$ cat src/rtl/axi_burst_splitter_pkg.sv
// Local types for the burst splitter control path.
package axi_burst_splitter_pkg;

    typedef enum logic [1:0] {
        ST_IDLE  = 2'd0,
        ST_CALC  = 2'd1,
        ST_ISSUE = 2'd2
    } split_state_e;

endpackage

$ cat src/rtl/axi_pkg.sv
// Shared AXI address-channel constants and types used by the request splitters.
package axi_pkg;

    typedef enum logic [1:0] {
        AXI_BURST_FIXED = 2'b00,
        AXI_BURST_INCR  = 2'b01,
        AXI_BURST_WRAP  = 2'b10
    } axi_burst_e;

    localparam int unsigned AXI_LEN_WIDTH     = 8;
    localparam int unsigned AXI_SIZE_WIDTH    = 3;
    localparam int unsigned AXI_LEN_MAX_VALUE = 256;
    localparam int unsigned AXI_LEN_MAX_BYTES = 4096;
    localparam int unsigned AXI_FIXED_LEN_MAX = 16;
    localparam logic [11:0] AXI_4K_MASK       = 12'hFFF;

    // Command payload for the common 32-bit address configuration.
    typedef struct packed {
        logic [31:0]                addr;
        logic [AXI_LEN_WIDTH-1:0]   len;
        logic [AXI_SIZE_WIDTH-1:0]  size;
        axi_burst_e                 burst;
    } axi_cmd_t;

endpackage

$ cat src/rtl/axi_burst_splitter_if.sv
// Request and command channels of the burst splitter; master is the splitter side.
interface axi_burst_splitter_if #(
    parameter int unsigned AW  = 32,
    parameter int unsigned BCW = 32
);
    import axi_pkg::*;

    logic                      req_valid;
    logic                      req_ready;
    logic [AW-1:0]             req_addr;
    logic [BCW-1:0]            req_byte_cnt;
    logic                      req_fixed;

    logic                      cmd_valid;
    logic                      cmd_ready;
    logic [AW-1:0]             cmd_addr;
    logic [AXI_LEN_WIDTH-1:0]  cmd_len;
    logic [AXI_SIZE_WIDTH-1:0] cmd_size;
    axi_burst_e                cmd_burst;
    logic                      cmd_last;

    modport master (
        input  req_valid, req_addr, req_byte_cnt, req_fixed, cmd_ready,
        output req_ready, cmd_valid, cmd_addr, cmd_len, cmd_size, cmd_burst, cmd_last
    );

    modport slave (
        output req_valid, req_addr, req_byte_cnt, req_fixed, cmd_ready,
        input  req_ready, cmd_valid, cmd_addr, cmd_len, cmd_size, cmd_burst, cmd_last
    );

endinterface

$ cat src/rtl/axi_chunk_calc.sv
// Combinational sizing of the next burst: limited by remaining bytes, max burst length and the 4KB page.
module axi_chunk_calc
    import axi_pkg::*;
#(
    parameter int unsigned DW  = 32,
    parameter int unsigned BCW = 32
) (
    input  logic [11:0]              page_off,
    input  logic [BCW-1:0]           remaining,
    input  logic                     fixed,
    output logic [BCW:0]             chunk_bytes,
    output logic [AXI_LEN_WIDTH-1:0] len,
    output logic                     last
);
    localparam int unsigned CW  = BCW + 1;
    localparam int unsigned BPB = DW / 8;
    localparam int unsigned SZ  = $clog2(BPB);
    localparam int unsigned INCR_MAX_BYTES =
        (AXI_LEN_MAX_VALUE * BPB < AXI_LEN_MAX_BYTES) ? AXI_LEN_MAX_VALUE * BPB : AXI_LEN_MAX_BYTES;
    localparam int unsigned FIXED_MAX_BYTES = AXI_FIXED_LEN_MAX * BPB;

    logic [CW-1:0] rem_w;
    logic [CW-1:0] to_4k;
    logic [CW-1:0] cap;
    logic [CW-1:0] chunk;

    // Bytes left before the next 4KB boundary; 4096 needs the 13th bit.
    assign rem_w = CW'(remaining);
    assign to_4k = CW'(13'h1000 - {1'b0, page_off & AXI_4K_MASK});

    always_comb begin
        cap   = CW'(FIXED_MAX_BYTES);
        chunk = rem_w;
        if (!fixed) begin
            cap = (to_4k < CW'(INCR_MAX_BYTES)) ? to_4k : CW'(INCR_MAX_BYTES);
        end
        if (cap < rem_w) begin
            chunk = cap;
        end
    end

    assign chunk_bytes = chunk;
    assign len         = AXI_LEN_WIDTH'((chunk >> SZ) - CW'(1));
    assign last        = (chunk == rem_w);

endmodule

$ cat src/rtl/axi_burst_splitter.sv
// Splits a linear transfer request into legal AXI address-channel bursts.
module axi_burst_splitter
    import axi_pkg::*;
    import axi_burst_splitter_pkg::*;
#(
    parameter int unsigned AW  = 32,
    parameter int unsigned DW  = 32,
    parameter int unsigned BCW = 32
) (
    input  logic                 clk,
    input  logic                 rst,
    axi_burst_splitter_if.master bus,
    output logic                 busy,
    output logic                 done,
    output logic                 err
);
    localparam int unsigned BPB = DW / 8;
    localparam int unsigned SZ  = $clog2(BPB);

    split_state_e             state;
    logic [AW-1:0]            addr_q;
    logic [BCW-1:0]           rem_q;
    logic                     fixed_q;
    logic                     ready_q;
    logic [BCW:0]             chunk_q;
    logic [BCW:0]             chunk_w;
    logic [AXI_LEN_WIDTH-1:0] len_w;
    logic                     last_w;
    logic                     misaligned;

    axi_chunk_calc #(
        .DW  (DW),
        .BCW (BCW)
    ) u_chunk_calc (
        .page_off    (addr_q[11:0]),
        .remaining   (rem_q),
        .fixed       (fixed_q),
        .chunk_bytes (chunk_w),
        .len         (len_w),
        .last        (last_w)
    );

    assign misaligned    = (bus.req_addr[SZ-1:0] != '0) || (bus.req_byte_cnt[SZ-1:0] != '0);
    assign bus.cmd_size  = AXI_SIZE_WIDTH'(SZ);
    // Ready is held low for as long as reset is asserted, then comes up immediately in IDLE.
    assign bus.req_ready = ready_q && !rst;

    always_ff @(posedge clk) begin
        if (rst) begin
            state         <= ST_IDLE;
            ready_q       <= 1'b1;
            addr_q        <= '0;
            rem_q         <= '0;
            fixed_q       <= 1'b0;
            chunk_q       <= '0;
            bus.cmd_valid <= 1'b0;
            bus.cmd_addr  <= '0;
            bus.cmd_len   <= '0;
            bus.cmd_last  <= 1'b0;
            bus.cmd_burst <= AXI_BURST_INCR;
            busy          <= 1'b0;
            done          <= 1'b0;
            err           <= 1'b0;
        end else begin
            done <= 1'b0;
            err  <= 1'b0;
            case (state)
                ST_IDLE: begin
                    ready_q <= 1'b1;
                    if (bus.req_valid && ready_q) begin
                        addr_q  <= bus.req_addr;
                        rem_q   <= bus.req_byte_cnt;
                        fixed_q <= bus.req_fixed;
                        // Rejected and empty requests complete without issuing anything.
                        if (misaligned) begin
                            done <= 1'b1;
                            err  <= 1'b1;
                        end else if (bus.req_byte_cnt == '0) begin
                            done <= 1'b1;
                        end else begin
                            state   <= ST_CALC;
                            ready_q <= 1'b0;
                            busy    <= 1'b1;
                        end
                    end
                end
                ST_CALC: begin
                    bus.cmd_addr  <= addr_q;
                    bus.cmd_len   <= len_w;
                    bus.cmd_last  <= last_w;
                    bus.cmd_burst <= fixed_q ? AXI_BURST_FIXED : AXI_BURST_INCR;
                    bus.cmd_valid <= 1'b1;
                    chunk_q       <= chunk_w;
                    state         <= ST_ISSUE;
                end
                ST_ISSUE: begin
                    if (bus.cmd_ready) begin
                        bus.cmd_valid <= 1'b0;
                        rem_q         <= rem_q - BCW'(chunk_q);
                        if (!fixed_q) begin
                            addr_q <= addr_q + AW'(chunk_q);
                        end
                        if (bus.cmd_last) begin
                            state   <= ST_IDLE;
                            ready_q <= 1'b1;
                            busy    <= 1'b0;
                            done    <= 1'b1;
                        end else begin
                            state <= ST_CALC;
                        end
                    end
                end
                default: begin
                    state <= ST_IDLE;
                end
            endcase
        end
    end

endmodule

$ cat src/flat_wrapper.sv
// flat-port wrapper written by rule: the top's interface ports become plain ports
module axi_burst_splitter_flat import axi_pkg::*; import axi_burst_splitter_pkg::*;
#(
    parameter int unsigned AW  = 32,
    parameter int unsigned DW  = 32,
    parameter int unsigned BCW = 32
)
  (clk, rst, busy, done, err, bus_req_valid, bus_req_addr, bus_req_byte_cnt, bus_req_fixed, bus_cmd_ready, bus_req_ready, bus_cmd_valid, bus_cmd_addr, bus_cmd_len, bus_cmd_size, bus_cmd_burst, bus_cmd_last);
  axi_burst_splitter_if #(.AW(AW), .BCW(BCW)) bus_i ();
  input  logic clk;
  input  logic rst;
  output logic busy;
  output logic done;
  output logic err;
  input wire logic [$bits(bus_i.req_valid)-1:0] bus_req_valid;
  input wire logic [$bits(bus_i.req_addr)-1:0] bus_req_addr;
  input wire logic [$bits(bus_i.req_byte_cnt)-1:0] bus_req_byte_cnt;
  input wire logic [$bits(bus_i.req_fixed)-1:0] bus_req_fixed;
  input wire logic [$bits(bus_i.cmd_ready)-1:0] bus_cmd_ready;
  output wire logic [$bits(bus_i.req_ready)-1:0] bus_req_ready;
  output wire logic [$bits(bus_i.cmd_valid)-1:0] bus_cmd_valid;
  output wire logic [$bits(bus_i.cmd_addr)-1:0] bus_cmd_addr;
  output wire logic [$bits(bus_i.cmd_len)-1:0] bus_cmd_len;
  output wire logic [$bits(bus_i.cmd_size)-1:0] bus_cmd_size;
  output wire logic [$bits(bus_i.cmd_burst)-1:0] bus_cmd_burst;
  output wire logic [$bits(bus_i.cmd_last)-1:0] bus_cmd_last;
  assign bus_i.req_valid = bus_req_valid;
  assign bus_i.req_addr = bus_req_addr;
  assign bus_i.req_byte_cnt = bus_req_byte_cnt;
  assign bus_i.req_fixed = bus_req_fixed;
  assign bus_i.cmd_ready = bus_cmd_ready;
  assign bus_req_ready = bus_i.req_ready;
  assign bus_cmd_valid = bus_i.cmd_valid;
  assign bus_cmd_addr = bus_i.cmd_addr;
  assign bus_cmd_len = bus_i.cmd_len;
  assign bus_cmd_size = bus_i.cmd_size;
  assign bus_cmd_burst = bus_i.cmd_burst;
  assign bus_cmd_last = bus_i.cmd_last;
  axi_burst_splitter #(.AW(AW), .DW(DW), .BCW(BCW)) u_core (.clk(clk), .rst(rst), .bus(bus_i), .busy(busy), .done(done), .err(err));
endmodule
$ cat config.mk
export PLATFORM = sky130hd
export DESIGN_NAME = axi_burst_splitter_flat
export DESIGN_NICKNAME = d
export VERILOG_FILES = /design/src/rtl/axi_burst_splitter_pkg.sv /design/src/rtl/axi_pkg.sv /design/src/rtl/axi_burst_splitter_if.sv /design/src/rtl/axi_chunk_calc.sv /design/src/rtl/axi_burst_splitter.sv /design/src/flat_wrapper.sv
export SDC_FILE = /design/constraint.sdc
export NUM_CORES = 1
export LEC_CHECK = 0
export ABC_AREA = 1
export CAP_MARGIN = 40
export CELL_PAD_IN_SITES_DETAIL_PLACEMENT = 0
export CELL_PAD_IN_SITES_GLOBAL_PLACEMENT = 1
export CORE_MARGIN = 3
export CORE_UTILIZATION = 44
export DETAILED_ROUTE_END_ITERATION = 6
export PLACE_DENSITY_LB_ADDON = 0.08
export RECOVER_POWER = 100
export SLEW_MARGIN = 5
export SYNTH_ARGS = -nofsm -noshare
export SYNTH_HDL_FRONTEND = slang
export SYNTH_SLANG_ARGS = --single-unit
$ cat constraint.sdc
create_clock -name clk -period 8.04 [get_ports clk]
set_clock_uncertainty 0.2 [all_clocks]
set_input_delay 0.804 -clock clk [delete_from_list [all_inputs] [get_ports clk]]
set_output_delay 0.804 -clock clk [all_outputs]
set_load 0.02 [all_outputs]
======== After elaboration in Yosys (flattened, before gate mapping) ========
Cells that the tools add are included.
operators by class
  add/sub/neg operators ................... 4
  muxes and demuxes ....................... 36
  equal/unequal tests ..................... 9
  reductions and logical operators ........ 18
  magnitude comparators ................... 2
  bitwise gates (word level) .............. 2
operators by type and width
  kind                                                                      count
  32-bit two-way mux                                                        5
  32-bit one-hot mux with 2 select lines                                    2
  33-bit two-way mux                                                        3
  33-bit by 32-bit == test with 1-bit output                                1
  33-bit by 11-bit < comparator with 1-bit output (second input constant)   1
  33-bit by 32-bit < comparator with 1-bit output                           1
  32-bit adder                                                              1
  32-bit zero test                                                          1
  32-bit subtractor                                                         1
  1-bit two-way mux                                                         17
  13-bit by 12-bit subtractor with 14-bit output (first input constant)     1
  2-bit two-way mux                                                         4
  2-bit inequality test (second input constant)                             4
  1-bit one-hot mux with 2 select lines                                     4
  4-bit AND reduction                                                       2
  2-bit nonzero test                                                        4
  8-bit by 1-bit subtractor with 8-bit output (second input constant)       1
  2-bit one-hot mux with 3 select lines                                     1
  3-bit AND reduction                                                       2
  6-bit AND reduction                                                       1
  2-bit by 1-bit inequality test with 1-bit output (second input constant)  2
  2-bit AND reduction                                                       2
  3-bit OR reduction                                                        1
  2-bit by 1-bit == test with 1-bit output (second input constant)          1
  6 further kinds                                                           8
storage, ports and cells
  output and inout bits ................... 51
  register bits after elaboration ......... 147
  input bits .............................. 69

======== Depth between registers and ports, before layout ========
Gate-level depths: netlist (run 1).
  depth in word-level cells ............... 7
  depth in mapped cells ................... 32
  depth with buffers taken out ............ 32

======== Modules after synthesis ========
From an unflattened synthesis (run 1), not the netlist that was laid out.
unflattened totals
  cells, all modules ...................... 2070
  area total of the unflattened synthesis .. 12097.9 µm²
by module, submodules not included
  module              seq. area each (µm²)  area each (µm²)  cells each  times used
  axi_burst_splitter  2922.8                10540.1          1788        1
  axi_chunk_calc      0.0                   1557.7           282         1

======== Worst setup path after synthesis (run 1) ========
OpenSTA, ideal clock, no wires.
  path type ............................... register to register
  start point ............................. register u_core.addr_q[0]
  end point ............................... register u_core.bus.cmd_len[6]
  setup time .............................. 0.115 ns
  arrival ................................. 3.399 ns
  required time ........................... 7.725 ns
  path buffers ............................ 1
  cell stages (with the launch flop) ...... 33
  path slack .............................. 4.326 ns
  clock period less this slack ............ 3.714 ns
  cell sequence ........................... dfxtp_1 > inv_1 > ha_1 > inv_1 > nor2_2 > nand3_1 > nand4_2 > nand2_2 > nand2_2 > nor2_2 > nand3_2 > inv_1 > ha_1 > a21oi_1 > o21ai_0 > nand2_1 > nand3_1 > nand2_1 > nand2_1 > nand2_1 > nand2_4 > buf_8 > nand2_1 > nand2_2 > inv_1 > ha_1 > inv_1 > nor2_2 > nand2_2 > nand2_2 > nand3_2 > nand2_1 > nor2_1
between the ends
  word-level cells in the longest chain between the ends .. 7
ends and longest elaborated chain
  element                                             line                         source
  start, declared                                     axi_burst_splitter.sv:21     logic [AW-1:0] addr_q;
  start signal, assigned                              axi_burst_splitter.sv:71     addr_q <= bus.req_addr;
  start signal, assigned                              axi_burst_splitter.sv:101    addr_q <= addr_q + AW'(chunk_q);
  13-bit by 12-bit subtractor with 14-bit output (*)  axi_chunk_calc.sv:29         assign to_4k = CW'(13'h1000 - {1'b0, page_off & AXI_4K_MASK});
  33-bit by 11-bit < comparator with 1-bit output     axi_chunk_calc.sv:35         cap = (to_4k < CW'(INCR_MAX_BYTES)) ? to_4k : CW'(INCR_MAX_BYTES);
  33-bit two-way mux (*)                              axi_chunk_calc.sv:35
  33-bit two-way mux (*)                              axi_chunk_calc.sv:34         if (!fixed) begin
  33-bit by 32-bit < comparator with 1-bit output     axi_chunk_calc.sv:37         if (cap < rem_w) begin
  33-bit two-way mux (*)                              axi_chunk_calc.sv:37
  8-bit by 1-bit subtractor with 8-bit output (*)     axi_chunk_calc.sv:43         assign len = AXI_LEN_WIDTH'((chunk >> SZ) - CW'(1));
  end signal, assigned                                axi_burst_splitter.sv:89     bus.cmd_len <= len_w;
  end, declared                                       axi_burst_splitter_if.sv:24  output req_ready, cmd_valid, cmd_addr, cmd_len, cmd_size, cmd_burst, cmd_last
Every way passes the cells marked *; elsewhere a longest branch is shown, timed or not.
A chain may end at the register's enable or synchronous reset.

==> results of run 1 <==
-- state kept, by name, indices dropped and copies added (netlist names) --
signal                count
u_core.addr_q            32
u_core.bus.cmd_addr      32
u_core.bus.cmd_burst      1
u_core.bus.cmd_last       1
u_core.bus.cmd_len        8
u_core.bus.cmd_valid      1
u_core.busy               1
u_core.chunk_q           32
u_core.done               1
u_core.err                1
u_core.fixed_q            1
u_core.ready_q            1
u_core.rem_q             32
u_core.state              2
-- cells in the final DEF (no fill, tap or decap), types with 4 or more instances in the layout --
master             n
nand2_1          251
nor2_1           194
inv_1            191
a21oi_1          180
dfxtp_1          146
o21ai_0          137
ha_1              76
clkdlybuf4s50_1   66
nand3_1           59
dlygate4sd3_1     48
nor3_1            35
nand4_1           28
xor2_1            27
o211ai_1          21
clkbuf_16         17
a221oi_1          16
xnor2_1           14
a31oi_1           13
or2_2             12
nor4_1            11
a21o_1            10
o21a_1             7
clkbuf_1           7
nor2_2             6
nand2_2            6
a211oi_1           6
o21bai_1           6
conb_1             6
nor2_4             5
nor3_2             5
o21ai_1            5
inv_6              5
inv_2              4
a21boi_0           4
inv_8              4
-- report_power, final --
group	total [mW]	internal, mW	switching, mW
Combinational	0.781	0.284	0.497
Clock	0.857	0.474	0.383
Sequential	0.839	0.782	0.0573
-- worst min-delay path by stage --
stage                                startpoint                    end  slack, ns  cells after the start
after CTS                 u_core.bus.cmd_len[0]  u_core.bus.cmd_len[0]       0.28                      2
after global routing      u_core.bus.cmd_len[0]  u_core.bus.cmd_len[0]       0.32                      2
after floorplan              u_core.chunk_q[13]     u_core.chunk_q[13]       0.25                      2
final                     u_core.bus.cmd_len[0]  u_core.bus.cmd_len[0]       0.27                      2
after detailed placement  u_core.bus.cmd_len[0]  u_core.bus.cmd_len[0]       0.27                      2
after global placement    u_core.bus.cmd_len[0]  u_core.bus.cmd_len[0]       0.26                      2
-- synth_stat cells (5+ instances only) --
cell type / n / area share [%]
clkbuf_1: 42 / 1.5
o21ai_0: 134 / 6.4
nor2_1: 193 / 7.0
o211ai_1: 21 / 1.5
inv_2: 6 / 0.22
buf_1: 11 / 0.40
buf_4: 5 / 0.36
xor2_1: 27 / 2.3
inv_1: 190 / 6.8
o21a_1: 7 / 0.50
nor3_2: 5 / 0.48
xnor2_1: 14 / 1.2
nand2_1: 246 / 8.9
a21o_1: 10 / 0.72
nand2_2: 10 / 0.60
a211oi_1: 6 / 0.43
dfxtp_1: 146 / 28
nor4_1: 11 / 0.66
nor2_2: 8 / 0.48
o21ai_1: 5 / 0.24
or2_2: 12 / 0.72
a221oi_1: 16 / 1.3
o21bai_1: 6 / 0.43
ha_1: 76 / 9.1
a31oi_1: 13 / 0.78
a21oi_1: 180 / 8.6
nand4_1: 28 / 1.7
nor3_1: 35 / 1.7
nand3_1: 59 / 2.8
-- final cells by class --
type,instances,share of cell area (%)
clock buffer,17,3.451
clock inverter,15,1.533
inverter,197,5.999
multi-input combinational,1167,52.47
sequential,146,23.71
tap,313,3.177
timing repair buffer,124,9.654
-- cells by family (layout without fill, tap and decap cells) --
kind of cell | after synthesis | in the layout | synth area share (%)
buffers and inverters | 260 | 353 | 9.702
flip-flops | 146 | 146 | 28.05
other | 2 | 6 | 0.07207
AO/OA/AOI/OAI | 413 | 413 | 22.33
XOR/XNOR | 41 | 41 | 3.446
adder cells (fa/ha/maj) | 78 | 78 | 9.510
AND/OR/NAND/NOR | 629 | 629 | 26.89
-- routing by layer --
layer	up-vias	GRT usage (%)	part of all wire (%)
met5	-	0	0
met3	42	3.294	4.2
met1	4869	36.31	46
li1	5452	-	-
met2	277	46.56	47
met4	0	6.943	2.0
-- worst register-to-register path: cells and delay by family, from the launching register on --
kind | cells | cell delay [ns]
flip-flops | 1 | 0.42
buffers and inverters | 6 | 0.91
adder cells (fa/ha/maj) | 3 | 0.71
AO/OA/AOI/OAI | 3 | 0.35
AND/OR/NAND/NOR | 20 | 2.96
==> impl_metrics.env, run 1 <==
export IMPL_status="complete, but fails checks"
export IMPL_violations="design-rule violations, max-capacitance violations, max-slew violations"
export IMPL_core_area_sq_mm=0.02298
export IMPL_postCtsHoldBufs=0
export IMPL_grt_usage_pct=27.14
export IMPL_min_path_type="flop to flop"
export IMPL_min_period_ns=6.187
export IMPL_setup_tns_ns=0
export IMPL_reg2reg_slack_ns=2.41
export IMPL_crit_chain="clkbuf_1, clkbuf_1, clkinv_1, clkbuf_1, o21ai_0, a21oi_1"
export IMPL_p_leak_nw=5.703
export IMPL_drt_iter0_drc=695
export IMPL_ir_worst_vdd_mv=0.1281
export IMPL_r2r_start="u_core.addr_q[0]"
export IMPL_hpwlAfterDp_mm=26.81
export IMPL_synth_cell_types=50
export IMPL_grt_pass1_wl_mm=55.85
export IMPL_ys_warn_count=0
export IMPL_worst_slack_ns=1.853
export IMPL_crit_path_start="rst"
export IMPL_nFillCells=2423
export IMPL_die_x_microns=159.9
export IMPL_diodes=0
export IMPL_crit_path_start_kind="input pin"
export IMPL_layout_cells_non_filler=1979
export IMPL_async_flop_share_pct=0
export IMPL_drc=2
export IMPL_cts_buffers_inserted=17
export IMPL_wl_per_cell_microns=17.80
export IMPL_cts_setup_buffers=0
export IMPL_fin_area_sq_mm=0.01233
export IMPL_dpl_worst_slack_ns=3.242
export IMPL_critPathMaxStageDelay_ns=2.40
export IMPL_dr_pass1_iters=7
export IMPL_num_vias=10640
export IMPL_r2r_end="u_core.bus.cmd_len[6]"
export IMPL_cap_violations=4
export IMPL_synthToLayoutAreaGrowth_pct=18.29
export IMPL_rsz0062_at_grt="no"
export IMPL_grt_max_degree=72
export IMPL_synth_ff_type="dfxtp_1"
export IMPL_vias_per_cell=5.376
export IMPL_worstPathRequired_ns=8.04
export IMPL_final_util_pct=53.63
export IMPL_setup_viol=0
export IMPL_syn_area_per_cell_sq_um=6.641
export IMPL_crit_buf_inv=4
export IMPL_die_h_microns=159.9
export IMPL_finalHoldViolCount=0
export IMPL_endpoint_kind="flop"
export IMPL_cts_repair_resize_count=0
export IMPL_detail_route_antenna_nets=0
export IMPL_slew_headroom_pct=-125.1
export IMPL_ios=120
export IMPL_die_area_sq_mm=0.02556
export IMPL_drive_gt1_share_pct=4.922
export IMPL_synth_seq_area_share_pct=28.05
export IMPL_io_buffers=115
export IMPL_clkTransAtPathRegs_ns=0.08
export IMPL_fin_worst_hold_slack_ns=0.2733
export IMPL_crit_family="buffers and inverters"
export IMPL_criticalPathCategory="input pin to flop"
export IMPL_cpMostUsedCell="clkbuf_1"
export IMPL_wl_mm=35.22
export IMPL_initial_core_util_pct=45.33
export IMPL_cts_root_buf="clkbuf_16"
export IMPL_dpl_cell_area_sq_mm=0.01181
export IMPL_synth_edf_count=0
export IMPL_max_freq_mhz=161.6
export IMPL_clock_sinks=146
export IMPL_gp_congestion=0.9053
export IMPL_slew_viol_final=191
export IMPL_finalPower_mw=2.477
export IMPL_synth_seq_cells=146
export IMPL_ff_latch_area_sq_mm=0.002923
export IMPL_crit_cells=6
export IMPL_cp_max_fo=67
export IMPL_gr_total_overflow=0
export IMPL_antenna_found_initial=0
export IMPL_cts_buffer_depth=2
export IMPL_synth_cells=1569
export IMPL_insertion_delay_ns=0.44
export IMPL_worst_r2r_path_depth=32
export IMPL_nets=1800
export IMPL_power_density_mw_per_mm2=200.9
export IMPL_crit_arrival_ns=6.19
export IMPL_placed_cells=1947
export IMPL_multiInputGateArea_sq_mm=0.006467
export IMPL_syn_area_sq_mm=0.01042
export IMPL_period_share_pct=76.95
export IMPL_cpMaxStageDelayCell="clkbuf_1"
export IMPL_grt_pass1_vias=10240
export IMPL_num_rows=55
export IMPL_htreeDepth=4
export IMPL_crit_end="u_core.bus.cmd_addr[9]"
export IMPL_cts_tree="done"
export IMPL_worstMarginPinSlew_ns=3.376
(Power assumes the default switching activity.)
==> run 2: changes to the inputs <==
--- a/config.mk
+++ b/config.mk
@@ -10,7 +10,7 @@
 export CELL_PAD_IN_SITES_DETAIL_PLACEMENT = 0
 export CELL_PAD_IN_SITES_GLOBAL_PLACEMENT = 1
 export CORE_MARGIN = 3
-export CORE_UTILIZATION = 44
+export CORE_UTILIZATION = 37
 export DETAILED_ROUTE_END_ITERATION = 6
 export PLACE_DENSITY_LB_ADDON = 0.08
 export RECOVER_POWER = 100
==> constraint.sdc (replaced) <==
create_clock -name clk -period 5.54 [get_ports clk]
set_clock_uncertainty 0.2 [all_clocks]
set_input_delay 0.554 -clock clk [delete_from_list [all_inputs] [get_ports clk]]
set_output_delay 0.554 -clock clk [all_outputs]
set_load 0.02 [all_outputs]
==> run 2 against run 1 <==
Against the previous run: the run ends with max-capacitance violations, max-slew violations left; sequential share of layout area decreased by 0.21 points; global-route usage fell by 3.7 points; critical path depth increased by 25; final area up 0.91%.
==> impl_metrics.env, run 2 (synthesis results as in run 1) <==
export IMPL_power_density_mw_per_mm2=289.0
export IMPL_worstMarginPinSlew_ns=2.191
export IMPL_drt_iter0_drc=650
export IMPL_gr_total_overflow=0
export IMPL_num_rows=60
export IMPL_setup_viol=0
export IMPL_grt_usage_pct=23.47
export IMPL_crit_arrival_ns=5.01
export IMPL_postCtsHoldBufs=0
export IMPL_cts_root_buf="clkbuf_16"
export IMPL_max_freq_mhz=204.8
export IMPL_grt_pass1_wl_mm=56.97
export IMPL_gp_congestion=0.9388
export IMPL_initial_core_util_pct=38.13
export IMPL_cpMostUsedCell="nand2_1"
export IMPL_cts_repair_resize_count=0
export IMPL_p_leak_nw=5.718
export IMPL_criticalPathCategory="flop to flop"
export IMPL_die_x_microns=173.8
export IMPL_cts_buffer_depth=2
export IMPL_diodes=0
export IMPL_crit_path_start="u_core.addr_q[0]"
export IMPL_die_area_sq_mm=0.03021
export IMPL_grt_pass1_vias=10180
export IMPL_slew_viol_final=126
export IMPL_ir_worst_vdd_mv=0.1561
export IMPL_vias_per_cell=5.178
export IMPL_finalHoldViolCount=0
export IMPL_core_area_sq_mm=0.02733
export IMPL_endpoint_kind="flop"
export IMPL_drive_gt1_share_pct=5.033
export IMPL_final_cell_mix="nand2_1 (249), nor2_1 (197), inv_1 (191), a21oi_1 (180), dfxtp_1 (146)"
export IMPL_num_vias=10570
export IMPL_reg2reg_slack_ns=0.66
export IMPL_cap_violations=3
export IMPL_cpMaxStageDelayCell="nand2_1"
export IMPL_hold_start="u_core.bus.cmd_valid"
export IMPL_min_to="u_core.bus.cmd_valid"
export IMPL_crit_path_start_kind="flop"
export IMPL_wl_per_cell_microns=17.67
export IMPL_io_buffers=115
export IMPL_violations="max-capacitance violations, max-slew violations"
export IMPL_worstPathRequired_ns=5.67
export IMPL_htreeDepth=4
export IMPL_min_period_ns=4.883
export IMPL_fin_area_sq_mm=0.01244
export IMPL_grt_max_degree=53
export IMPL_insertion_delay_ns=0.44
export IMPL_antenna_found_initial=0
export IMPL_worstHoldPathCells=2
export IMPL_r2r_end="u_core.bus.cmd_len[6]"
export IMPL_period_share_pct=88.14
export IMPL_cp_max_fo=21
export IMPL_dpl_cell_area_sq_mm=0.01193
export IMPL_wl_mm=36.06
export IMPL_drc=0
export IMPL_final_common_cell="nand2_1"
export IMPL_critPathMaxStageDelay_ns=0.47
export IMPL_ios=120
export IMPL_clock_sinks=146
export IMPL_cts_setup_buffers=0
export IMPL_detail_route_antenna_nets=0
export IMPL_slew_headroom_pct=-46.09
export IMPL_rsz0062_at_grt="no"
export IMPL_clkTransAtPathRegs_ns=0.07
export IMPL_min_path_type="flop to flop"
export IMPL_worst_r2r_path_depth=31
export IMPL_die_h_microns=173.8
export IMPL_hpwlAfterDp_mm=27.74
export IMPL_status="complete, but fails checks"
export IMPL_dr_pass1_iters=5
export IMPL_synthToLayoutAreaGrowth_pct=19.37
export IMPL_setup_tns_ns=0
export IMPL_cts_buffers_inserted=17
export IMPL_nets=1803
export IMPL_r2r_start="u_core.addr_q[0]"
export IMPL_cts_tree="done"
run 2: cell count changes in the layout (fill, tap and decap cells not counted), sizes merged:
cell / previous run / this run
dlygate4sd3: 48 / 50
clkdlybuf4s50: 66 / 64
clkbuf: 24 / 23
inv: 204 / 201
bufinv: 2 / 3
buf: 3 / 8
clkinvlp: 2 / 3
run 2: power by group:
part | switching [mW] | internal, mW | leakage, nW
combinational | 0.717 | 0.415 | 4.23
clock | 0.527 | 0.717 | 0.290
sequential | 0.0839 | 1.13 | 1.19
total | 1.33 | 2.27 | 5.72
run 2: worst max path at each step:
stage | end | slack (ns) | depth (start not counted)
after floorplan | u_core.bus.cmd_len[6] | 1.83 | 32
after global placement | u_core.bus.cmd_len[6] | 0.88 | 31
after detailed placement | u_core.bus.cmd_len[6] | 0.79 | 31
after CTS | u_core.bus.cmd_len[6] | 0.78 | 31
after global routing | u_core.bus.cmd_len[6] | 0.14 | 31
final | u_core.bus.cmd_len[6] | 0.66 | 31
run 2: critical path, delay by kind of cell (launching register included):
family | cells | cell delay [ns]
AND/OR/NAND/NOR | 18 | 2.22
buffers and inverters | 6 | 0.70
adder cells (fa/ha/maj) | 3 | 0.73
flip-flops | 1 | 0.43
AO/OA/AOI/OAI | 4 | 0.49
run 2: area by class of cell:
type                       instances  area (sq um)
clock inverter                    14         177.7
sequential                       146          2923
tap                              372         465.4
multi-input combinational       1167          6454
fill                            2955         14890
clock buffer                      18         429.2
inverter                         197         739.5
timing repair buffer             127          1250
run 2: through the flow:
stage	hold WS, ns	worst slack, ns	power, mW	util [%]	std cells
detailed placement	0.2576	0.7892	2.382	43.64	2009
finish	0.2648	0.6568	3.595	45.52	2041
CTS	0.2690	0.7787	3.632	45.86	2041
global placement	0.2543	0.8829	2.374	43.37	2006
global route	0.2799	0.1425	3.812	45.52	2041
floorplan	0.2490	1.826	2.011	-	1573
run 2: routing by layer:
metal	vias to the layer above	wire, microns	track usage [%]
met4	0	593	5.094
met5	-	0	0
met3	36	1092	2.781
met1	4880	17430	32.02
met2	203	16940	39.83
li1	5449	-	-
==> run 3: changes to the inputs <==
--- a/config.mk
+++ b/config.mk
@@ -11,9 +11,11 @@
 export CELL_PAD_IN_SITES_GLOBAL_PLACEMENT = 1
 export CORE_MARGIN = 3
 export CORE_UTILIZATION = 37
+export CTS_CLUSTER_DIAMETER = 30
 export DETAILED_ROUTE_END_ITERATION = 6
 export PLACE_DENSITY_LB_ADDON = 0.08
 export RECOVER_POWER = 100
+export SKIP_LAST_GASP = 1
 export SLEW_MARGIN = 5
 export SYNTH_ARGS = -nofsm -noshare
 export SYNTH_HDL_FRONTEND = slang
==> results of run 3 <==
Final layout, timing and power as in run 2 (identical DEF).
